===== config.mk =====
export PLATFORM = sky130hd
export DESIGN_NAME = pc_seq_unit
export DESIGN_NICKNAME = d
export VERILOG_FILES = /design/src/rtl/cpu_pkg.sv /design/src/rtl/pc_target_calc.sv /design/src/rtl/pc_seq_unit.sv
export SDC_FILE = /design/constraint.sdc
export NUM_CORES = 1
export LEC_CHECK = 0
export CORE_MARGIN = 5
export CORE_UTILIZATION = 40
export CTS_CLUSTER_DIAMETER = 100
export DETAILED_ROUTE_END_ITERATION = 10
export PLACE_DENSITY_LB_ADDON = 0.15
export REMOVE_ABC_BUFFERS = 1
export SLEW_MARGIN = 0
export SYNTH_ARGS = -nofsm -noshare
export SYNTH_HDL_FRONTEND = slang
export SYNTH_SLANG_ARGS = --single-unit
export TNS_END_PERCENT = 50

===== constraint.sdc =====
create_clock -name clk -period 5 [get_ports clk]
set_clock_uncertainty 0.2 [all_clocks]
set_input_delay 1 -clock clk [delete_from_list [all_inputs] [get_ports clk]]
set_output_delay 1 -clock clk [all_outputs]
set_load 0.01 [all_outputs]

===== src/rtl/cpu_pkg.sv =====
// Shared definitions for the fetch-path PC sequencer: branch condition codes,
// the sequencer FSM state type and the default reset and trap vectors.
`timescale 1ns/1ps
package cpu_pkg;

   // Branch condition encodings carried on br_cond
   localparam logic [1:0] BR_EQ  = 2'd0;
   localparam logic [1:0] BR_NE  = 2'd1;
   localparam logic [1:0] BR_LTZ = 2'd2;
   localparam logic [1:0] BR_GEZ = 2'd3;

   typedef enum logic {
      ST_BOOT = 1'b0,
      ST_RUN  = 1'b1
   } pc_state_e;

   localparam logic [31:0] DEF_RESET_VEC = 32'h0000_0000;
   localparam logic [31:0] DEF_TRAP_VEC  = 32'h0000_0080;

   // Evaluate a branch condition against the ALU flags
   function automatic logic br_cond_true(input logic [1:0] cond,
                                         input logic       zero,
                                         input logic       neg);
      logic res;
      case (cond)
         BR_EQ:   res = zero;
         BR_NE:   res = ~zero;
         BR_LTZ:  res = neg;
         default: res = ~neg;
      endcase
      return res;
   endfunction

endpackage


===== src/rtl/pc_target_calc.sv =====
// Combinational next-PC candidates: sequential, branch, jump, and the
// taken decision for the branch at the current pc.
`timescale 1ns/1ps
module pc_target_calc
   import cpu_pkg::*;
#(
   parameter int PC_W      = 32,
   parameter int BYTE_ADDR = 0
) (
   input  logic [PC_W-1:0] pc,
   input  logic [15:0]     imm16,
   input  logic [25:0]     imm26,
   input  logic            br_en,
   input  logic [1:0]      br_cond,
   input  logic            zero,
   input  logic            neg,
   output logic [PC_W-1:0] seq,
   output logic [PC_W-1:0] br_tgt,
   output logic [PC_W-1:0] j_tgt,
   output logic            taken
);

   localparam logic [PC_W-1:0] INC = (BYTE_ADDR != 0) ? PC_W'(4) : PC_W'(1);

   logic [PC_W-1:0] off;

   assign seq    = pc + INC;
   assign br_tgt = seq + off;
   assign taken  = br_en & br_cond_true(br_cond, zero, neg);

   // Byte mode scales offsets to words and keeps the top 4 bits of seq for
   // jumps; word mode keeps everything above the 26-bit field.
   if (BYTE_ADDR != 0) begin : g_byte
      assign off = {{(PC_W-18){imm16[15]}}, imm16, 2'b00};
      if (PC_W > 28) begin : g_hi
         assign j_tgt = {seq[PC_W-1:28], imm26, 2'b00};
      end else begin : g_nohi
         assign j_tgt = {imm26, 2'b00};
      end
   end else begin : g_word
      assign off   = {{(PC_W-16){imm16[15]}}, imm16};
      assign j_tgt = {seq[PC_W-1:26], imm26};
   end

endmodule


===== src/rtl/pc_seq_unit.sv =====
// Next-PC generator for instruction fetch with a valid/ready handshake and a
// latched external redirect. Optional trap/eret support is compiled in when
// the macro PC_TRAP_EN is defined.
`timescale 1ns/1ps
module pc_seq_unit
   import cpu_pkg::*;
#(
   parameter int              PC_W      = 32,
   parameter int              BYTE_ADDR = 0,
   parameter logic [PC_W-1:0] RESET_VEC = DEF_RESET_VEC[PC_W-1:0]
`ifdef PC_TRAP_EN
   ,
   parameter logic [31:0]     TRAP_VEC  = DEF_TRAP_VEC
`endif
) (
   input  logic            clk,
   input  logic            reset,
   output logic [PC_W-1:0] pc,
   output logic            pc_valid,
   input  logic            pc_ready,
   input  logic [15:0]     imm16,
   input  logic [25:0]     imm26,
   input  logic            br_en,
   input  logic [1:0]      br_cond,
   input  logic            zero,
   input  logic            neg,
   input  logic            jump,
   input  logic            jr,
   input  logic [PC_W-1:0] jr_target,
   input  logic            ext_redir,
   input  logic [PC_W-1:0] ext_target,
   output logic [PC_W-1:0] link_addr,
   output logic            redir_pend
`ifdef PC_TRAP_EN
   ,
   input  logic            trap,
   input  logic            eret,
   output logic [PC_W-1:0] epc
`endif
);

   pc_state_e       state_q, state_d;
   logic [PC_W-1:0] pc_q, pc_d;
   logic            pc_valid_q, pc_valid_d;
   logic            redir_pend_q, redir_pend_d;
   logic [PC_W-1:0] redir_tgt_q, redir_tgt_d;
`ifdef PC_TRAP_EN
   logic [PC_W-1:0] epc_q, epc_d;
`endif

   logic [PC_W-1:0] seq, br_tgt, j_tgt;
   logic            taken;
   logic            fire;

   pc_target_calc #(
      .PC_W      (PC_W),
      .BYTE_ADDR (BYTE_ADDR)
   ) u_calc (
      .pc      (pc_q),
      .imm16   (imm16),
      .imm26   (imm26),
      .br_en   (br_en),
      .br_cond (br_cond),
      .zero    (zero),
      .neg     (neg),
      .seq     (seq),
      .br_tgt  (br_tgt),
      .j_tgt   (j_tgt),
      .taken   (taken)
   );

   assign fire       = pc_valid_q & pc_ready;
   assign pc         = pc_q;
   assign pc_valid   = pc_valid_q;
   assign redir_pend = redir_pend_q;
   assign link_addr  = seq;
`ifdef PC_TRAP_EN
   assign epc        = epc_q;
`endif

   // Next-state selection: boot handoff, fire-time pc priority, redirect latch
   always_comb begin
      state_d      = state_q;
      pc_d         = pc_q;
      pc_valid_d   = pc_valid_q;
      redir_pend_d = redir_pend_q;
      redir_tgt_d  = redir_tgt_q;
`ifdef PC_TRAP_EN
      epc_d        = epc_q;
`endif
      if (state_q == ST_BOOT) begin
         // pc is left untouched; a redirect seen now waits for the first fire
         state_d    = ST_RUN;
         pc_valid_d = 1'b1;
         if (ext_redir) begin
            redir_pend_d = 1'b1;
            redir_tgt_d  = ext_target;
         end
      end else begin
         pc_valid_d = 1'b1;
         if (fire) begin
`ifdef PC_TRAP_EN
            // trap/eret win over redirects; a same-cycle redirect is kept
            if (trap) begin
               epc_d = pc_q;
               pc_d  = TRAP_VEC[PC_W-1:0];
               if (ext_redir) begin
                  redir_pend_d = 1'b1;
                  redir_tgt_d  = ext_target;
               end
            end else if (eret) begin
               pc_d = epc_q;
               if (ext_redir) begin
                  redir_pend_d = 1'b1;
                  redir_tgt_d  = ext_target;
               end
            end else
`endif
            if (ext_redir) begin
               pc_d         = ext_target;
               redir_pend_d = 1'b0;
            end else if (redir_pend_q) begin
               pc_d         = redir_tgt_q;
               redir_pend_d = 1'b0;
            end else if (taken) begin
               pc_d = br_tgt;
            end else if (jump) begin
               pc_d = j_tgt;
            end else if (jr) begin
               pc_d = jr_target;
            end else begin
               pc_d = seq;
            end
         end else if (ext_redir) begin
            // last request wins while fetch is stalled
            redir_pend_d = 1'b1;
            redir_tgt_d  = ext_target;
         end
      end
   end

   // State registers with synchronous active-low reset
   always_ff @(posedge clk) begin
      if (!reset) begin
         state_q      <= ST_BOOT;
         pc_q         <= RESET_VEC;
         pc_valid_q   <= 1'b0;
         redir_pend_q <= 1'b0;
         redir_tgt_q  <= '0;
`ifdef PC_TRAP_EN
         epc_q        <= '0;
`endif
      end else begin
         state_q      <= state_d;
         pc_q         <= pc_d;
         pc_valid_q   <= pc_valid_d;
         redir_pend_q <= redir_pend_d;
         redir_tgt_q  <= redir_tgt_d;
`ifdef PC_TRAP_EN
         epc_q        <= epc_d;
`endif
      end
   end

endmodule


Word level (Yosys, flattened, before mapping)

Index checks and enable logic that the tools add are counted.

Output and inout bits: 66
Bits in writable memories: 0
Latch bits: 0
ROM bits: 0
Memories: 0
Register bits after elaboration: 66
Input bits: 117
Logic and storage cells: 28

Mux-type cells: 13
Add/sub/neg operators: 2
Divide/modulo/power cells: 0
Eq/ne operators: 3
Bitwise operators: 4
$lt $le $gt $ge: 0
Shift-type cells: 0
Reduce and logical (&&, ||, !) cells: 2
Multiply operators: 0

Operators with widths:

| kind                  | count |
|---|---|
| $mux 32               | 8 |
| $add 32x1->32 const B | 1 |
| $add 32x32->32        | 1 |
| $mux 1                | 4 |
| $pmux 1 s3            | 1 |
| $and 1x1->1           | 2 |
| $eq 2x1->1 const B    | 1 |
| $eq 2x2->1 const B    | 1 |
| $logic_not 2->1       | 1 |
| $ne 2x2->1 const B    | 1 |
| $not 1->1             | 2 |
| $reduce_and 2->1      | 1 |

Longest topological paths before layout

Gate-level depths: netlist (run 1).

Word-level depth: 6
Depth in mapped cells: 15
Mapped depth without buffers: 14

Modules after synthesis

From an unflattened synthesis (run 1), not the netlist that was laid out.

Cells, all modules: 876
Area, all modules: 6,920.4 µm²

By module, submodules not included:

| module         | cells each | area each (µm²) | sequential area each (µm²) | instances |
|---|---|---|---|---|
| pc_seq_unit    | 507        | 4,250.3         | 1,321.3                    | 1 |
| pc_target_calc | 369        | 2,670.1         | 0.0                        | 1 |

Least setup slack after synthesis (run 1)

No wires, ideal clock.

Kind: register -> register
Start point: reg pc_q[10] (netlist: pc[10])
End point: reg pc_q[30] (netlist: pc[30])
Clock period less this slack: 3.826 ns
Arrival: 3.568 ns
Slack: 1.174 ns
Cell stages (with the launch flop): 14
Buffers on the path: 1
Setup time: 0.059 ns
Data required time: 4.741 ns
Cells stage by stage: dfxtp_1 and4_1 nand3_1 buf_6 nor4_1 xor2_1 ha_1 a21o_1 a21o_1 nor4_1 a211oi_1 or4b_1 a31oi_1 o211a_1

Elaborated cells between the ends (all ways): 7
Those cells by class: 2 x add/sub; 5 x mux

RTL lines:

| element                | line                 | text |
|---|---|---|
| start, declared        | pc_seq_unit.sv:43    | `logic [PC_W-1:0] pc_q, pc_d;` |
| start signal, assigned | pc_seq_unit.sv:155   | `pc_q <= pc_d;` |
| $add 32x1->32          | pc_target_calc.sv:27 | `assign seq = pc + INC;` |
| net link_addr[19]      | pc_seq_unit.sv:32    | `output logic [PC_W-1:0] link_addr,` |
| $add 32x32->32         | pc_target_calc.sv:28 | `assign br_tgt = seq + off;` |
| $mux 32                | pc_seq_unit.sv:125   | `end else if (taken) begin` |
| $mux 32                | pc_seq_unit.sv:122   | `end else if (redir_pend_q) begin` |
| $mux 32                | pc_seq_unit.sv:119   | `if (ext_redir) begin` |

The timed path passes the listed nets, and every way through them passes these cells.
A chain may end at the register's enable or synchronous reset.

Worst setup path after layout (run 1)

Start point: reg pc_q[10] (netlist: pc[10])
End point: reg pc_q[30] (netlist: pc[30])

Longest elaborated chain between the ends: 6
Elaborated cells between the ends (all ways): 7
Those cells by class: 2 x add/sub; 5 x mux

RTL lines:

| element                                                | line |
|---|---|
| $add 32x1->32 (*)                                      | pc_target_calc.sv:27 |
| branches (longest 2 deep; another with $add 32x32->32) | - |
| $mux 32 (*)                                            | pc_seq_unit.sv:125 |
| $mux 32 (*)                                            | pc_seq_unit.sv:122 |
| $mux 32 (*)                                            | pc_seq_unit.sv:119 |

Mark *: on every way between the ends.

==> flow_metrics.tcl, run 1 <==
set metrics [dict create \
    io_pins 183 \
    die_area_mm2 0.0183 \
    max_clock_freq_ghz 0.215 \
    register_area_mm2 0.00132 \
    synth_top_family_by_area "compound AO/OA/AOI/OAI gates" \
    grt-ovfl-total 0 \
    period_minus_slack_ps 4650 \
    core_area_mm2 0.0153 \
    required_ps 5080 \
    grt.total_usage_pct 29.4 \
    grt_max_degree 42 \
    synth_edf_count 0 \
    cts_buffers 9 \
    switching_share_pct 35.4 \
    postCtsSetupRepairBufs 0 \
    final_nets 1176 \
    cts.repair.resized 0 \
    multiInputGateArea_mm2 0.00469 \
    diodes 0 \
    grt_pass1_vias 6778 \
    setup_ws_ps 352 \
    rsz0062_at_grt "no" \
    critPathMaxFanout 11 \
    grt_pass1_wl_um 41400 \
    synthXorXnorAreaFrac_pct 6.82 \
    die_w_um 135 \
    row_count 45 \
    synthAdderAreaFrac_pct 8.08 \
    synth_area_leaders "dfxtp_1 21%, nand2_1 8.3%, ha_1 7.8%" \
    yosys_warnings 0 \
    place_ws_ps 462 \
    fill_cells 1527 \
    drv_cap 0 \
    instances_no_fill 1234 \
    hold_class "reg2reg" \
    yosys.area.top_type "dfxtp_1" \
    cts.sinks 66 \
    arrival_ps 4730 \
    area_growth_pct 37.7 \
    place_inst 1219 \
    dr_total_vias 7380 \
    power_density_mw_per_mm2 227 \
    ys.flop_type "dfxtp_1" \
    yosys_register_bits 66 \
    first_pass_iters 5 \
    fin_crit_sh_pct 93.0 \
    synth_commonest_cells "139 x nand2_1, 66 x dfxtp_1, 58 x a21oi_1, 56 x nor2_1, 53 x o21ai_0" \
    postCtsHoldBufs 0 \
    clkPwrFrac_pct 33.0 \
    setup_tns_ps 0 \
    dpl.hpwl_um 21400 \
    syn_inst 853 \
    drt_iter0_drc 793 \
    pwr-share-seq_pct 30.5 \
    htree_levels 3 \
    antenna_found_initial 0 \
    ant_nets 0 \
    synth-compound-area-share_pct 32.8 \
    synthArstFlopShare_pct 0 \
    cts_root_buf "clkbuf_16" \
    finalHoldViolCount 0 \
    ir_drop_v 0.000259 \
    clockBufferDepth 2 \
    startpoint_type "flop" \
    ys_seq_area_share_pct 21.0 \
    slew_headroom_pct 41.6 \
    p_int_w 0.00127 \
    clkTransAtPathRegs_ps 60 \
    hold_ws_ps 259 \
    tightest_slew_ps 872 \
    clk_latency_ps 340 \
    p_sw_w 0.000697 \
    status "finished clean" \
    globalplace.congestion 0.970 \
    syn_avg_cell_area_um2 7.37 \
    ys_types 78 \
    synth_mux_area_share_pct 3.68 \
    end_kind "flop" \
    leakage_nw 3.55 \
    drc 0 \
    drv_slew 0 \
    start_util_pct 41.1 \
    p_comb_share_pct 36.5 \
    drive_above_1_share_pct 5.57 \
    setup_violations 0 \
    die_h_um 135 \
    drt-total-wl_um 27500 \
    synth.most_common_cell "nand2_1" \
    yosys.area_share.simple_pct 23.2 \
    synth_area_mm2 0.00629 \
    fin_util_pct 56.5 \
    cts_tree "yes" \
    io_buffers 182 \
    post_drt_wl_per_cell_um 22.3 \
    synth_top_area_share_pct 21.0 \
    crit_type "reg2reg" \
    viasPerCell 5.98 \
]
## power by group through the flow
stage	logic (W)	registers, W	clock network, W
6_report	0.000718	0.000600	0.000649
4_1_cts	0.000707	0.000599	0.000652
3_5_place_dp	0.000703	0.000610	0
2_1_floorplan	0.000351	0.000608	0
5_1_grt	0.000771	0.000604	0.000678
3_3_place_gp	0.000707	0.000609	0
## critical path, cell delays in order (launching register included)
cell and delay (ps):
dfxtp_1 470, and4_1 270, nand3_1 360, nor4_1 430, xor2_1 520, ha_1 380, a21o_1 190, a21o_1 200
nor4_1 410, a211oi_1 210, or4b_1 550, a31oi_1 220, o211a_1 160
## sequential cells by signal (all words and copies together), names as in the netlist
| name | count |
|---|---|
| pc_valid | 1 |
| pc | 32 |
| redir_tgt_q | 32 |
| redir_pend | 1 |
## stage by stage
stage,power (W),cell area (µm²)
floorplan,0.000959,6080
global placement,0.00132,8360
detailed placement,0.00131,8360
CTS,0.00196,8660
global route,0.00205,8660
finish,0.00197,8660
## placed cells by master (no fill, tap or decap), types with 23 or more instances in the layout
cell	count
a21o_1	23
clkdlybuf4s50_1	182
nand2_1	139
ha_1	39
buf_4	24
o21ai_0	53
nor2_1	55
xor2_1	24
a21boi_0	35
a21oi_1	58
xnor2_1	25
dfxtp_1	66
## layout make-up
class                           instances  share of cell area, %
Sequential cell                        66                   15.3
Clock buffer                            9                   2.60
Multi-Input combinational cell        718                   54.2
Inverter                               17                  0.737
Tap cell                              211                   3.05
Clock inverter                          6                  0.780
Timing Repair Buffer                  207                   23.4
## worst paths after layout
kind,slack [ps],startpoint,endpoint,depth (start not counted)
max,350,pc[10],pc[30],12
min,260,redir_tgt_q[22],redir_tgt_q[22],2
max reg2reg,350,pc[10],pc[30],12
min reg2reg,260,redir_tgt_q[22],redir_tgt_q[22],2
## logic make-up after synthesis
group	count (synthesis)
simple gates	305
fa+ha+maj	40
buf+inv	69
flops	66
mux	23
compound gates	301
xor+xnor	49
## layer usage
layer,part of all wire [%],vias to the layer above,global-route usage [%]
li1,-,3494,-
met1,47,3496,43.6
met2,44,362,44.8
met3,8.5,28,5.20
met4,1.5,0,5.66
met5,0,-,0
Note: power is estimated with default switching activity, not from simulation.
==> inputs of run 2 (changes only) <==
--- a/config.mk
+++ b/config.mk
@@ -7,6 +7,7 @@
 export LEC_CHECK = 0
 export CORE_MARGIN = 5
 export CORE_UTILIZATION = 40
+export CTS_BUF_LIST = sky130_fd_sc_hd__clkbuf_4
 export CTS_CLUSTER_DIAMETER = 100
 export DETAILED_ROUTE_END_ITERATION = 10
 export PLACE_DENSITY_LB_ADDON = 0.15
==> run 2 against run 1 <==
First-iteration DRC count rose by 2.1%. Core utilization down 1.0 points. Die area unchanged. Register-to-register slack about the same. Cell count about the same. Total power down 14%. Largest cell class unchanged. Non-clock buffer count did not move. Worst setup slack lost 7.3 ps.
==> flow_metrics.tcl, run 2 (synthesis gave the netlist of run 1 again) <==
set metrics [dict create \
    met1Wirelength_um 12700 \
    core_area_mm2 0.0153 \
    p_int_w 0.00104 \
    start_util_pct 41.1 \
    io_pins 183 \
    ir_drop_v 0.000183 \
    rsz0062_at_grt "no" \
    cts.sinks 66 \
    cts_tree "yes" \
    end_kind "flop" \
    final_nets 1176 \
    hold_depth 2 \
    antenna_found_initial 1 \
    postCtsHoldBufs 0 \
    period_minus_slack_ps 4660 \
    pwr-share-seq_pct 35.4 \
    viasPerCell 5.97 \
    io_buffers 182 \
    postCtsSetupRepairBufs 0 \
    max_clock_freq_ghz 0.215 \
    clk_latency_ps 450 \
    fill_cells 1537 \
    p_comb_share_pct 42.3 \
    r2r_slack_ps 340 \
    first_pass_iters 6 \
    drv_slew 0 \
    multiInputGateArea_mm2 0.00469 \
    p_sw_w 0.000661 \
    row_count 45 \
    clkTransAtPathRegs_ps 130 \
    critPathMaxFanout 11 \
    hp-start "redir_tgt_q[22]" \
    required_ps 5200 \
    highest_layer "met4" \
    die_h_um 135 \
    grt.total_usage_pct 29.3 \
    ant_nets 0 \
    crit_type "reg2reg" \
    fin_crit_sh_pct 93.1 \
    die_w_um 135 \
    status "finished clean" \
    leakage_nw 3.48 \
    cts_buffers 9 \
    clockBufferDepth 2 \
    grt-ovfl-total 0 \
    cts.repair.resized 0 \
    setup_tns_ps 0 \
    drt-total-wl_um 27500 \
    r2r-end "pc[30]" \
    cts_root_buf "clkbuf_4" \
    grt_pass1_vias 6746 \
    power_density_mw_per_mm2 199 \
    drt_iter0_drc 810 \
    dr_total_vias 7375 \
    grt_max_degree 42 \
    met3_length_um 2400 \
    htree_levels 3 \
    slew_headroom_pct 42.4 \
    holdPathEnd "redir_tgt_q[22]" \
    setup_violations 0 \
    drc 0 \
    drv_cap 0 \
    finalHoldViolCount 0 \
    drive_above_1_share_pct 5.57 \
    hold_class "reg2reg" \
    tightest_slew_ps 861 \
    area_growth_pct 35.2 \
    clkPwrFrac_pct 22.3 \
    met2_wirelength_um 11900 \
    instances_no_fill 1235 \
    register_area_mm2 0.00132 \
    arrival_ps 4850 \
    dpl.hpwl_um 21400 \
    r2r_start "pc[10]" \
    grt_pass1_wl_um 41300 \
    post_drt_wl_per_cell_um 22.2 \
    switching_share_pct 39.0 \
    globalplace.congestion 0.970 \
    die_area_mm2 0.0183 \
    place_inst 1219 \
    most-common-layout-cells "182 x clkdlybuf4s50_1, 139 x nand2_1, 66 x dfxtp_1" \
    startpoint_type "flop" \
    r2r_cells 12 \
    layout_commonest_cell "clkdlybuf4s50_1" \
]
==> run 2: cell count changes in the layout (fill, tap and decap cells not counted) <==
cell / before / now
clkbuf_16: 9 / 0
clkbuf_4: 0 / 9
diode_2: 0 / 1
==> run 2: power by group through the flow <==
stage | logic [W] | registers, W | clock network (W)
floorplan | 0.000351 | 0.000608 | 0
detailed placement | 0.000703 | 0.000610 | 0
global placement | 0.000707 | 0.000609 | 0
CTS | 0.000706 | 0.000598 | 0.000387
global route | 0.000770 | 0.000604 | 0.000413
finish | 0.000718 | 0.000600 | 0.000378
==> run 2: worst max-delay path, cell delays in order (launching register included) <==
cell and delay (ps):
dfxtp_1 490, and4_1 270, nand3_1 370, nor4_1 430, xor2_1 520, ha_1 390, a21o_1 190, a21o_1 200
nor4_1 410, a211oi_1 210, or4b_1 550, a31oi_1 210, o211a_1 160
==> run 2: stage by stage <==
step | setup slack [ps] | power (W) | instance area, µm² | hold slack, ps | utilization, %
2_1_floorplan | 1080 | 0.000959 | 6080 | 238 | -
3_3_place_gp | 449 | 0.00132 | 8360 | 246 | 54.6
3_5_place_dp | 462 | 0.00131 | 8360 | 254 | 54.6
4_1_cts | 402 | 0.00169 | 8500 | 272 | 55.5
5_1_grt | 25.2 | 0.00179 | 8500 | 292 | 55.5
6_report | 345 | 0.00170 | 8500 | 268 | 55.5
==> run 2: worst max path at each step <==
stage | from | to | slack (ps) | cells after the start
6_report | pc[10] | pc[30] | 340 | 12
5_1_grt | pc[10] | pc[30] | 30 | 12
3_3_place_gp | pc[10] | pc[30] | 450 | 12
2_1_floorplan | pc[10] | pc[30] | 1080 | 12
3_5_place_dp | pc[10] | pc[30] | 460 | 12
4_1_cts | pc[10] | pc[30] | 400 | 12
==> run 2: final cells by class <==
cell class	count	area share [%]
Inverter	17	0.751
Antenna cell	1	0.0294
Sequential cell	66	15.5
Clock inverter	6	0.795
Clock buffer	9	0.795
Tap cell	211	3.11
Multi-Input combinational cell	718	55.2
Timing Repair Buffer	207	23.8
==> run 2: routing by layer <==
metal | GRT usage (%) | vias to the layer above
met1 | 43.6 | 3499
met5 | 0 | -
met3 | 4.83 | 23
met4 | 6.33 | 0
li1 | - | 3497
met2 | 44.4 | 356
